### config.mk
export PLATFORM = sky130hd
export DESIGN_NAME = jzjpcc_rf_write_arbiter_flat
export DESIGN_NICKNAME = d
export VERILOG_FILES = /design/src/rtl/jzjpcc_rf_write_arbiter_if.sv /design/src/rtl/jzjpcc_rf_write_arbiter.sv /design/src/flat_wrapper.sv
export SDC_FILE = /design/constraint.sdc
export NUM_CORES = 1
export LEC_CHECK = 0
export BUFFER_PORTS_ARGS = -buffer_cell sky130_fd_sc_hd__buf_2
export CELL_PAD_IN_SITES_DETAIL_PLACEMENT = 0
export CELL_PAD_IN_SITES_GLOBAL_PLACEMENT = 2
export CORE_MARGIN = 3
export CORE_UTILIZATION = 36
export DETAILED_ROUTE_END_ITERATION = 6
export PLACE_DENSITY = 0.85
export SETUP_SLACK_MARGIN = 0.5
export SLEW_MARGIN = 20
export SYNTH_ARGS = -nofsm -noshare
export SYNTH_HDL_FRONTEND = slang
export SYNTH_SLANG_ARGS = --single-unit
### constraint.sdc
create_clock -name clock -period 5 [get_ports clock]
set_clock_uncertainty 0.2 [all_clocks]
set_input_delay 0.75 -clock clock [delete_from_list [all_inputs] [get_ports clock]]
set_output_delay 0.75 -clock clock [all_outputs]
set_load 0.05 [all_outputs]
### src/rtl/jzjpcc_rf_write_arbiter_if.sv
// Bus bundle for jzjpcc_rf_write_arbiter.
// It groups the writeback request, the long-latency result handshake,
// the register-file write port and the hazard query.
// The arbiter uses the slave modport. The driving side uses the master modport.
interface jzjpcc_rf_write_arbiter_if;
    logic [4:0]  rdAddr_wb;
    logic [31:0] rd_wb;
    logic        rdWriteEnable_wb;
    logic        stall_wb;

    logic        lr_valid;
    logic        lr_ready;
    logic [4:0]  lr_rdAddr;
    logic [31:0] lr_data;

    logic [4:0]  rdAddr_rf;
    logic [31:0] rd_rf;
    logic        rdWriteEnable_rf;

    logic [4:0]  pendQueryAddr;
    logic        pendHit;

    modport master (
        output rdAddr_wb, rd_wb, rdWriteEnable_wb,
        output lr_valid, lr_rdAddr, lr_data,
        output pendQueryAddr,
        input  stall_wb, lr_ready,
        input  rdAddr_rf, rd_rf, rdWriteEnable_rf,
        input  pendHit
    );

    modport slave (
        input  rdAddr_wb, rd_wb, rdWriteEnable_wb,
        input  lr_valid, lr_rdAddr, lr_data,
        input  pendQueryAddr,
        output stall_wb, lr_ready,
        output rdAddr_rf, rd_rf, rdWriteEnable_rf,
        output pendHit
    );
endinterface

### src/rtl/jzjpcc_rf_write_arbiter.sv
// jzjpcc_rf_write_arbiter: shares the single register-file write port
// between the in-order writeback stage and a long-latency result source.
//
// Long-latency results are parked in a small FIFO. They drain into cycles
// where writeback does not write. An aging counter (waitCount) bounds how
// long a non-empty FIFO can lose to writeback. Once it reaches MAX_WAIT,
// the head is forced out and writeback is stalled for one cycle.
//
// Optional feature: define JZJPCC_WBARB_PENDQUERY_EN to build the per-entry
// pending-write comparators that drive pendHit. Without it, pendHit is 0.
//
// FIFO_DEPTH must be a power of two >= 2, so the pointers wrap naturally.
// MAX_WAIT must be in 1..15.
module jzjpcc_rf_write_arbiter #(
    parameter int FIFO_DEPTH = 2,
    parameter int MAX_WAIT   = 4
) (
    input  logic                       clock,
    input  logic                       reset_n,
    jzjpcc_rf_write_arbiter_if.slave   bus
);

    localparam int PW = $clog2(FIFO_DEPTH);
    localparam int CW = PW + 1;

    logic [4:0]    fifoAddr [FIFO_DEPTH];
    logic [31:0]   fifoData [FIFO_DEPTH];
    logic [PW-1:0] headPtr;
    logic [PW-1:0] tailPtr;
    logic [CW-1:0] count;
    logic [3:0]    waitCount;

    logic          pipeReq;
    logic          fifoHave;
    logic          fifoFull;
    logic          lrReady;
    logic          storeEn;
    logic          popEn;
    logic          pipeGrant;
    logic          stallOut;
    logic          waitMax;
    logic          pendHitInt;

    // Classify this cycle's requests from the registered FIFO state.
    always_comb begin
        pipeReq   = bus.rdWriteEnable_wb && (bus.rdAddr_wb != 5'd0);
        fifoHave  = (count != '0);
        fifoFull  = (count == CW'(FIFO_DEPTH));
        waitMax   = (waitCount == 4'(MAX_WAIT));
        // While in reset the port advertises no space.
        lrReady   = reset_n && !fifoFull;
        // Results to x0 are taken off the bus but never stored.
        storeEn   = bus.lr_valid && lrReady && (bus.lr_rdAddr != 5'd0);
        popEn     = reset_n && fifoHave && (!pipeReq || waitMax);
        pipeGrant = reset_n && pipeReq && !popEn;
        stallOut  = popEn && pipeReq;
    end

    // Drive the register-file write port from whichever source won.
    always_comb begin
        bus.rdWriteEnable_rf = 1'b0;
        bus.rdAddr_rf        = 5'd0;
        bus.rd_rf            = 32'd0;
        if (popEn) begin
            bus.rdWriteEnable_rf = 1'b1;
            bus.rdAddr_rf        = fifoAddr[headPtr];
            bus.rd_rf            = fifoData[headPtr];
        end else if (pipeGrant) begin
            bus.rdWriteEnable_rf = 1'b1;
            bus.rdAddr_rf        = bus.rdAddr_wb;
            bus.rd_rf            = bus.rd_wb;
        end
    end

    assign bus.stall_wb = stallOut;
    assign bus.lr_ready = lrReady;
    assign bus.pendHit  = pendHitInt;

    // FIFO pointers and occupancy. Reset drops everything buffered.
    always_ff @(posedge clock or negedge reset_n) begin
        if (!reset_n) begin
            headPtr <= '0;
            tailPtr <= '0;
            count   <= '0;
        end else begin
            if (storeEn) begin
                tailPtr <= tailPtr + PW'(1);
            end
            if (popEn) begin
                headPtr <= headPtr + PW'(1);
            end
            case ({storeEn, popEn})
                2'b10:   count <= count + CW'(1);
                2'b01:   count <= count - CW'(1);
                default: count <= count;
            endcase
        end
    end

    // Aging counter: it counts the cycles a non-empty FIFO loses to writeback.
    always_ff @(posedge clock or negedge reset_n) begin
        if (!reset_n) begin
            waitCount <= 4'd0;
        end else if (popEn || !fifoHave) begin
            waitCount <= 4'd0;
        end else if (pipeGrant) begin
            waitCount <= waitCount + 4'd1;
        end
    end

    // Entry storage. Validity is tracked by the pointers, so no reset is needed.
    always_ff @(posedge clock) begin
        if (storeEn) begin
            fifoAddr[tailPtr] <= bus.lr_rdAddr;
            fifoData[tailPtr] <= bus.lr_data;
        end
    end

`ifdef JZJPCC_WBARB_PENDQUERY_EN
    logic [PW-1:0] entryOffset;

    // Pending-write lookup over the live entries. The head is still counted
    // in the cycle it pops.
    always_comb begin
        pendHitInt  = 1'b0;
        entryOffset = '0;
        for (int i = 0; i < FIFO_DEPTH; i++) begin
            entryOffset = PW'(i) - headPtr;
            if (({1'b0, entryOffset} < count) && (fifoAddr[i] == bus.pendQueryAddr)) begin
                pendHitInt = 1'b1;
            end
        end
        if (!reset_n || (bus.pendQueryAddr == 5'd0)) begin
            pendHitInt = 1'b0;
        end
    end
`else
    logic unusedPendQuery;

    // No comparators in this build. The query address is ignored.
    always_comb begin
        pendHitInt      = 1'b0;
        unusedPendQuery = ^bus.pendQueryAddr;
    end
`endif

endmodule

### src/flat_wrapper.sv
// flat-port wrapper written by rule: the top's interface ports become plain ports
module jzjpcc_rf_write_arbiter_flat 
#(
    parameter int FIFO_DEPTH = 2,
    parameter int MAX_WAIT   = 4
)
  (clock, reset_n, bus_rdAddr_wb, bus_rd_wb, bus_rdWriteEnable_wb, bus_lr_valid, bus_lr_rdAddr, bus_lr_data, bus_pendQueryAddr, bus_stall_wb, bus_lr_ready, bus_rdAddr_rf, bus_rd_rf, bus_rdWriteEnable_rf, bus_pendHit);
  jzjpcc_rf_write_arbiter_if bus_i ();
  input  logic clock;
  input  logic reset_n;
  input wire logic [$bits(bus_i.rdAddr_wb)-1:0] bus_rdAddr_wb;
  input wire logic [$bits(bus_i.rd_wb)-1:0] bus_rd_wb;
  input wire logic [$bits(bus_i.rdWriteEnable_wb)-1:0] bus_rdWriteEnable_wb;
  input wire logic [$bits(bus_i.lr_valid)-1:0] bus_lr_valid;
  input wire logic [$bits(bus_i.lr_rdAddr)-1:0] bus_lr_rdAddr;
  input wire logic [$bits(bus_i.lr_data)-1:0] bus_lr_data;
  input wire logic [$bits(bus_i.pendQueryAddr)-1:0] bus_pendQueryAddr;
  output wire logic [$bits(bus_i.stall_wb)-1:0] bus_stall_wb;
  output wire logic [$bits(bus_i.lr_ready)-1:0] bus_lr_ready;
  output wire logic [$bits(bus_i.rdAddr_rf)-1:0] bus_rdAddr_rf;
  output wire logic [$bits(bus_i.rd_rf)-1:0] bus_rd_rf;
  output wire logic [$bits(bus_i.rdWriteEnable_rf)-1:0] bus_rdWriteEnable_rf;
  output wire logic [$bits(bus_i.pendHit)-1:0] bus_pendHit;
  assign bus_i.rdAddr_wb = bus_rdAddr_wb;
  assign bus_i.rd_wb = bus_rd_wb;
  assign bus_i.rdWriteEnable_wb = bus_rdWriteEnable_wb;
  assign bus_i.lr_valid = bus_lr_valid;
  assign bus_i.lr_rdAddr = bus_lr_rdAddr;
  assign bus_i.lr_data = bus_lr_data;
  assign bus_i.pendQueryAddr = bus_pendQueryAddr;
  assign bus_stall_wb = bus_i.stall_wb;
  assign bus_lr_ready = bus_i.lr_ready;
  assign bus_rdAddr_rf = bus_i.rdAddr_rf;
  assign bus_rd_rf = bus_i.rd_rf;
  assign bus_rdWriteEnable_rf = bus_i.rdWriteEnable_rf;
  assign bus_pendHit = bus_i.pendHit;
  jzjpcc_rf_write_arbiter #(.FIFO_DEPTH(FIFO_DEPTH), .MAX_WAIT(MAX_WAIT)) u_core (.clock(clock), .reset_n(reset_n), .bus(bus_i));
endmodule
==> results of run 1 <==
how the worst max path moves through the flow:
stage,cells after the start,slack [ns],end,startpoint
2_1_floorplan,3,1.06,u_core.fifoAddr[0][0]$_DFFE_PP_,reset_n
3_5_place_dp,7,1.15,bus_rd_rf[12],bus_rdAddr_wb[0]
6_report,7,1.18,bus_rdAddr_rf[0],bus_rdAddr_wb[0]
5_1_grt,7,1.01,bus_rd_rf[17],bus_rdAddr_wb[0]
3_3_place_gp,7,1.18,bus_rd_rf[11],bus_rdAddr_wb[0]
4_1_cts,7,1.16,bus_rd_rf[12],bus_rdAddr_wb[0]
state kept, by name, summed over array words and instances (netlist names):
register,flops
u_core.waitCount,4
u_core.fifoData,64
u_core.headPtr,1
u_core.fifoAddr,10
u_core.tailPtr,1
u_core.count,2
per-stage QoR:
stage	setup WS [ns]	cells
final	1.184	471
after detailed placement	1.153	454
after global placement	1.176	454
after global routing	1.007	471
after CTS	1.156	470
after floorplan	1.059	218
worst register-to-register path, stage by stage, from the launching register on:
cell and delay, ns:
dfrtp_1 0.46, inv_1 0.06, a21boi_0 0.29, o211a_1 0.28, and2_2 0.77
routing by layer:
metal  vias to the layer above  GRT usage [%]
li1                       1108              -
met4                         2          4.780
met2                        74          20.45
met3                         4          3.491
met1                      1106          18.04
met5                         -              0
area by class of cell:
| class | instances | area share (%) |
|---|---|---|
| sequential | 82 | 54.12 |
| multi-input combinational | 117 | 23.16 |
| timing repair buffer | 121 | 14.03 |
| tap | 129 | 3.604 |
| clock buffer | 12 | 3.018 |
| clock inverter | 4 | 1.565 |
| inverter | 6 | 0.5029 |
report_power, final:
| part | switching (µW) | leakage [µW] | internal [µW] |
|---|---|---|---|
| Sequential | 59.8 | 0.000776 | 853 |
| Clock | 220 | 0.000104 | 281 |
| Combinational | 449 | 0.000942 | 224 |
| Total | 729 | 0.00182 | 1360 |
kinds of logic (layout without fill, tap and decap cells):
logic type,after synthesis,count (layout)
other,1,1
adder cells (fa/ha/maj),3,3
XOR/XNOR,5,5
AO/OA/AOI/OAI,51,51
flip-flops,82,82
AND/OR/NAND/NOR,20,20
multiplexers,37,37
buffers and inverters,19,143
cells in the mapped netlist, types with 2 or more instances:
| cell type | number | share of area (%) |
|---|---|---|
| a21boi_0 | 2 | 0.42 |
| buf_4 | 2 | 0.42 |
| buf_6 | 4 | 1.3 |
| clkbuf_1 | 5 | 0.53 |
| dfrtp_1 | 8 | 5.6 |
| edfxtp_1 | 74 | 62 |
| ha_1 | 3 | 1.1 |
| inv_1 | 6 | 0.63 |
| mux2i_1 | 37 | 10 |
| nand2_1 | 2 | 0.21 |
| nand3_1 | 2 | 0.28 |
| nor2_1 | 4 | 0.42 |
| nor4b_1 | 3 | 0.74 |
| o21ai_0 | 3 | 0.42 |
| o2bb2ai_1 | 37 | 9.1 |
| o31ai_1 | 2 | 0.42 |
| xnor2_1 | 3 | 0.74 |
| xor2_1 | 2 | 0.49 |
==> results_dict.tcl, run 1 <==
set metrics [dict create \
    run_status "complete, no violations" \
    ys_seq_elements 82 \
    crit_path_start_kind "primary input" \
    period_share_pct 76.33 \
    hpwl_mm 5.002 \
    syn_avg_cell_area_um2 16.32 \
    hp-class "in -> async" \
    muxShareOfSynthArea_pct 10.41 \
    synth_simple_gate_area_share_pct 3.657 \
    grt_max_degree 38 \
    synthArstFlopShare_pct 9.756 \
    finalMaxSlewViolations 0 \
    critPathKind "in -> out" \
    cp-end-kind "primary output" \
    power_uw 2086 \
    cts_tree "built" \
    insertion_delay_ns 0.34 \
    cts_buffer_depth 2 \
    rsz0062_at_grt "false" \
    topRoutingLayerUsed "met5" \
    drc 0 \
    fill_cells 896 \
    cpMostUsedCell "buf_2" \
    cap_viol_max_count 0 \
    cp_cell_sequence "buf_2 > or3_4 > o311ai_4 > nand3_2 > buf_4 > o2bb2ai_1 > buf_2" \
    cp_num_buf_inv 3 \
    overflow 0 \
    critPathMaxStageDelay_ns 0.45 \
    die_area_um2 11110 \
    ys.flop_type "edfxtp_1" \
    boundaryPins 124 \
    netlist_area_um2 3558 \
    grt_pass1_wl_mm 11.46 \
    postCtsResizedCells 0 \
    via_count 2294 \
    tns_ns 0 \
    post_cts_buffers 0 \
    holdWs_ns 0.1284 \
    drive_above_1_share_pct 41.81 \
    synth_top_family_by_area "compound AO/OA/AOI/OAI gates" \
    antenna_found_initial 1 \
    rrSetupSlack_ns 2.53 \
    final_cell_mix "buf_2 (117), edfxtp_1 (74), mux2i_1 (37), o2bb2ai_1 (37), clkbuf_8 (9)" \
    max_freq_ghz 0.2620 \
    met3_length_um 448 \
    setup_viol 0 \
    drtIter0Drc 80 \
    antenna_cells 0 \
    place_area_um2 4253 \
    area_growth_pct 25.84 \
    initial_core_util_pct 37.79 \
    period_minus_slack_ns 3.816 \
    final_common_cell "buf_2" \
    reg2reg_from "u_core.count[0]$_DFFE_PN0P_" \
    io_buffers 117 \
    synth_adder_area_share_pct 1.055 \
    cpMaxStageDelayCell "nand3_2" \
    final_util_pct 47.56 \
    multiInputGateArea_um2 1037 \
    cts_hold_buffers 0 \
    synth_cell_types 37 \
    grt_pass1_vias 2270 \
    ant_nets 0 \
    worst_pin_slew_ns 0.9290 \
    r2r_cells 4 \
    cpLargestDelayFamily "simple AND/OR/NAND/NOR gates" \
    p_leak_uw 0.001823 \
    final_cell_area_um2 4478 \
    synth-edff-count 74 \
    worstPathRequired_ns 4.05 \
    fp-row-count 35 \
    place_congestion 0.7028 \
    synth_xor_area_share_pct 1.231 \
    clkSinkCount 82 \
    worstReg2RegEnd "u_core.fifoData[1][20]$_DFFE_PP_" \
    synth_compound_area_share_pct 12.38 \
    die_h_um 105.4 \
    path_clk_slew_ns 0.08 \
    vdd_drop_max_uv 201.3 \
    dr.pass1.iters 4 \
    power_density_nw_per_um2 465.9 \
    register_area_um2 2424 \
    synth_nets 304 \
    critical_path.max_fanout 21 \
    synth-seq-area-share_pct 68.07 \
    htree_levels 3 \
    relSlewSlack_pct 38.06 \
    cts_buffers 9 \
    yosys_warnings 0 \
    core-area_um2 9415 \
    viasPerCell 4.870 \
    arrival_ns 2.87 \
    clockRootBuffer "clkbuf_8" \
    track_usage_pct 13.26 \
    totalWireLength_mm 7.262 \
    dieWidth_um 105.4 \
    m1WireLength_mm 3.369 \
    nets 423 \
    wl_per_cell_um 15.42 \
    synth_cells 218 \
    wl_met2_mm 3.398 \
    finalHoldViolCount 0 \
]
Power figures use the tool's default switching activity.
==> run 2: changes to the inputs <==
- CORE_UTILIZATION: 36 -> 30
- PLACE_DENSITY: 0.85 -> 0.76
- clock period: 5 -> 3.35 ns (I/O delays scaled with it)
==> run 2 against run 1 <==
  * Clock power is 86% higher
  * Wire length grew 6.5%
  * Sequential power increased by 51%
  * Core utilization down 5.1 points
  * Via count up 0.74%
  * Sequential cell count stayed put
  * Critical endpoint is now bus_rdAddr_rf[4]
  * Largest cell class unchanged
==> results_dict.tcl, run 2 (synthesis results as in run 1) <==
set metrics [dict create \
    arrival_ns 2.12 \
    viasPerCell 4.659 \
    cts_buffers 9 \
    power_density_nw_per_um2 706.5 \
    critical_path.max_fanout 20 \
    drtIter0Drc 70 \
    hpwl_mm 5.454 \
    io_buffers 117 \
    grt_max_degree 25 \
    period_share_pct 84.30 \
    drc 0 \
    fill_cells 1077 \
    cap_viol_max_count 0 \
    critPathKind "reg -> out" \
    die_h_um 114.9 \
    multiInputGateArea_um2 1107 \
    hp-class "in -> reg" \
    crit_path_start_kind "flop" \
    die_area_um2 13200 \
    final_cell_mix "buf_2 (80), edfxtp_1 (74), buf_4 (44)" \
    cts_buffer_depth 2 \
    final_common_cell "buf_2" \
    insertion_delay_ns 0.32 \
    period_minus_slack_ns 2.824 \
    worstReg2RegEnd "u_core.count[1]$_DFFE_PN0P_" \
    max_freq_ghz 0.3541 \
    r2r_cells 10 \
    initial_core_util_pct 30.90 \
    relSlewSlack_pct 65.81 \
    clkSinkCount 82 \
    dr.pass1.iters 4 \
    min_path_cells 1 \
    run_status "complete, no violations" \
    hold_path_end "u_core.fifoData[0][3]$_DFFE_PP_" \
    rsz0062_at_grt "true" \
    top_regs "u_core.fifoData x64, u_core.fifoAddr x10, u_core.waitCount x4" \
    path_clk_slew_ns 0.06 \
    via_count 2311 \
    finalMaxSlewViolations 0 \
    hp-start "bus_lr_data[3]" \
    place_congestion 0.6927 \
    worst_pin_slew_ns 0.5085 \
    tns_ns 0 \
    wl_met2_mm 3.785 \
    clockRootBuffer "clkbuf_16" \
    antenna_cells 0 \
    nets 435 \
    met3_length_um 471 \
    drive_above_1_share_pct 47.59 \
    wl_per_cell_um 15.59 \
    reg2reg_from "u_core.waitCount[1]$_DFFE_PN0P_" \
    ant_nets 0 \
    cts_tree "built" \
    overflow 0 \
    core-area_um2 11520 \
    fp-row-count 39 \
    antenna_found_initial 0 \
    top_register "u_core.fifoData" \
    register_area_um2 2424 \
    worstPathRequired_ns 2.65 \
    topRoutingLayerUsed "met4" \
    boundaryPins 124 \
    setup_viol 0 \
    grt_pass1_vias 2363 \
    finalHoldViolCount 0 \
    area_growth_pct 37.45 \
    largest_reg_flops 64 \
    track_usage_pct 11.74 \
    holdWs_ns 0.1666 \
    rrSetupSlack_ns 1.11 \
    m1WireLength_mm 3.423 \
    grt_pass1_wl_mm 11.96 \
    cp-end-kind "primary output" \
    vdd_drop_max_uv 285.8 \
    p_leak_uw 0.001955 \
    htree_levels 3 \
    dieWidth_um 114.9 \
    totalWireLength_mm 7.734 \
]
run 2: changes by cell type in the layout (fill, tap and decap cells not counted), moves of 7 or more:
cell and delta:
clkbuf_16 +9, o2bb2ai_1 -7, buf_2 -37, o2bb2ai_2 +7, buf_4 +41, clkbuf_8 -9
run 2: where the power goes:
part           leakage, µW  internal, µW  switching [µW]
registers         0.000776          1270             103
logic              0.00104           444             701
clock network     0.000135           567             366
total              0.00195          2290            1170
run 2: through the flow:
stage / std cells / power (µW) / setup slack, ns / instance area [µm²] / util [%]
after global routing: 496 / 3633 / 0.4352 / 4891 / 42.47
final: 496 / 3456 / 0.5258 / 4891 / 42.47
after floorplan: 218 / 2169 / 0.3114 / 3621 / -
after detailed placement: 475 / 2486 / 0.4503 / 4419 / 38.37
after global placement: 475 / 2472 / 0.4701 / 4419 / 38.37
after CTS: 492 / 3485 / 0.4836 / 4827 / 41.92
run 2: timing repair:
item	4_1_cts	5_1_grt
buffers inserted	1	4
hold buffers	1	0
pin swaps	0	2
setup endpoints to repair	37	37
endpoints found under the hold margin	8	0
resized for setup	42	9
run 2: final cells by class:
| cell class | instances | share of cell area (%) |
|---|---|---|
| Sequential cell | 82 | 49.55 |
| Multi-Input combinational cell | 117 | 22.64 |
| Timing Repair Buffer | 133 | 17.88 |
| Clock buffer | 9 | 4.605 |
| Tap cell | 143 | 3.658 |
| Clock inverter | 6 | 1.202 |
| Inverter | 6 | 0.4605 |
run 2: how the worst max path moves through the flow:
stage                     slack [ns]                             from  depth (start not counted)                to
after floorplan                 0.31                 bus_rdAddr_wb[0]                          6     bus_rd_rf[10]
after global placement          0.47                 bus_rdAddr_wb[0]                          7  bus_rdAddr_rf[3]
after detailed placement        0.45                 bus_rdAddr_wb[0]                          7  bus_rdAddr_rf[4]
after CTS                       0.48  u_core.waitCount[0]$_DFFE_PN0P_                          8      bus_rd_rf[3]
after global routing            0.44  u_core.waitCount[1]$_DFFE_PN0P_                          8     bus_rd_rf[13]
final                           0.53  u_core.waitCount[1]$_DFFE_PN0P_                          8  bus_rdAddr_rf[4]
run 2: routing by layer:
metal  vias to the layer above  track usage (%)
met5                         -                0
met4                         0            2.817
met3                         4            4.000
met2                        66            19.06
met1                      1104            15.22
li1                       1137                -
run 2: worst max-delay path, stage by stage (launching register included):
cell and delay (ns):
dfrtp_1 0.40, inv_1 0.11, ha_2 0.20, nand3b_1 0.18
o311ai_4 0.15, nand3_2 0.14, buf_6 0.20, o2bb2ai_1 0.19
buf_4 0.23
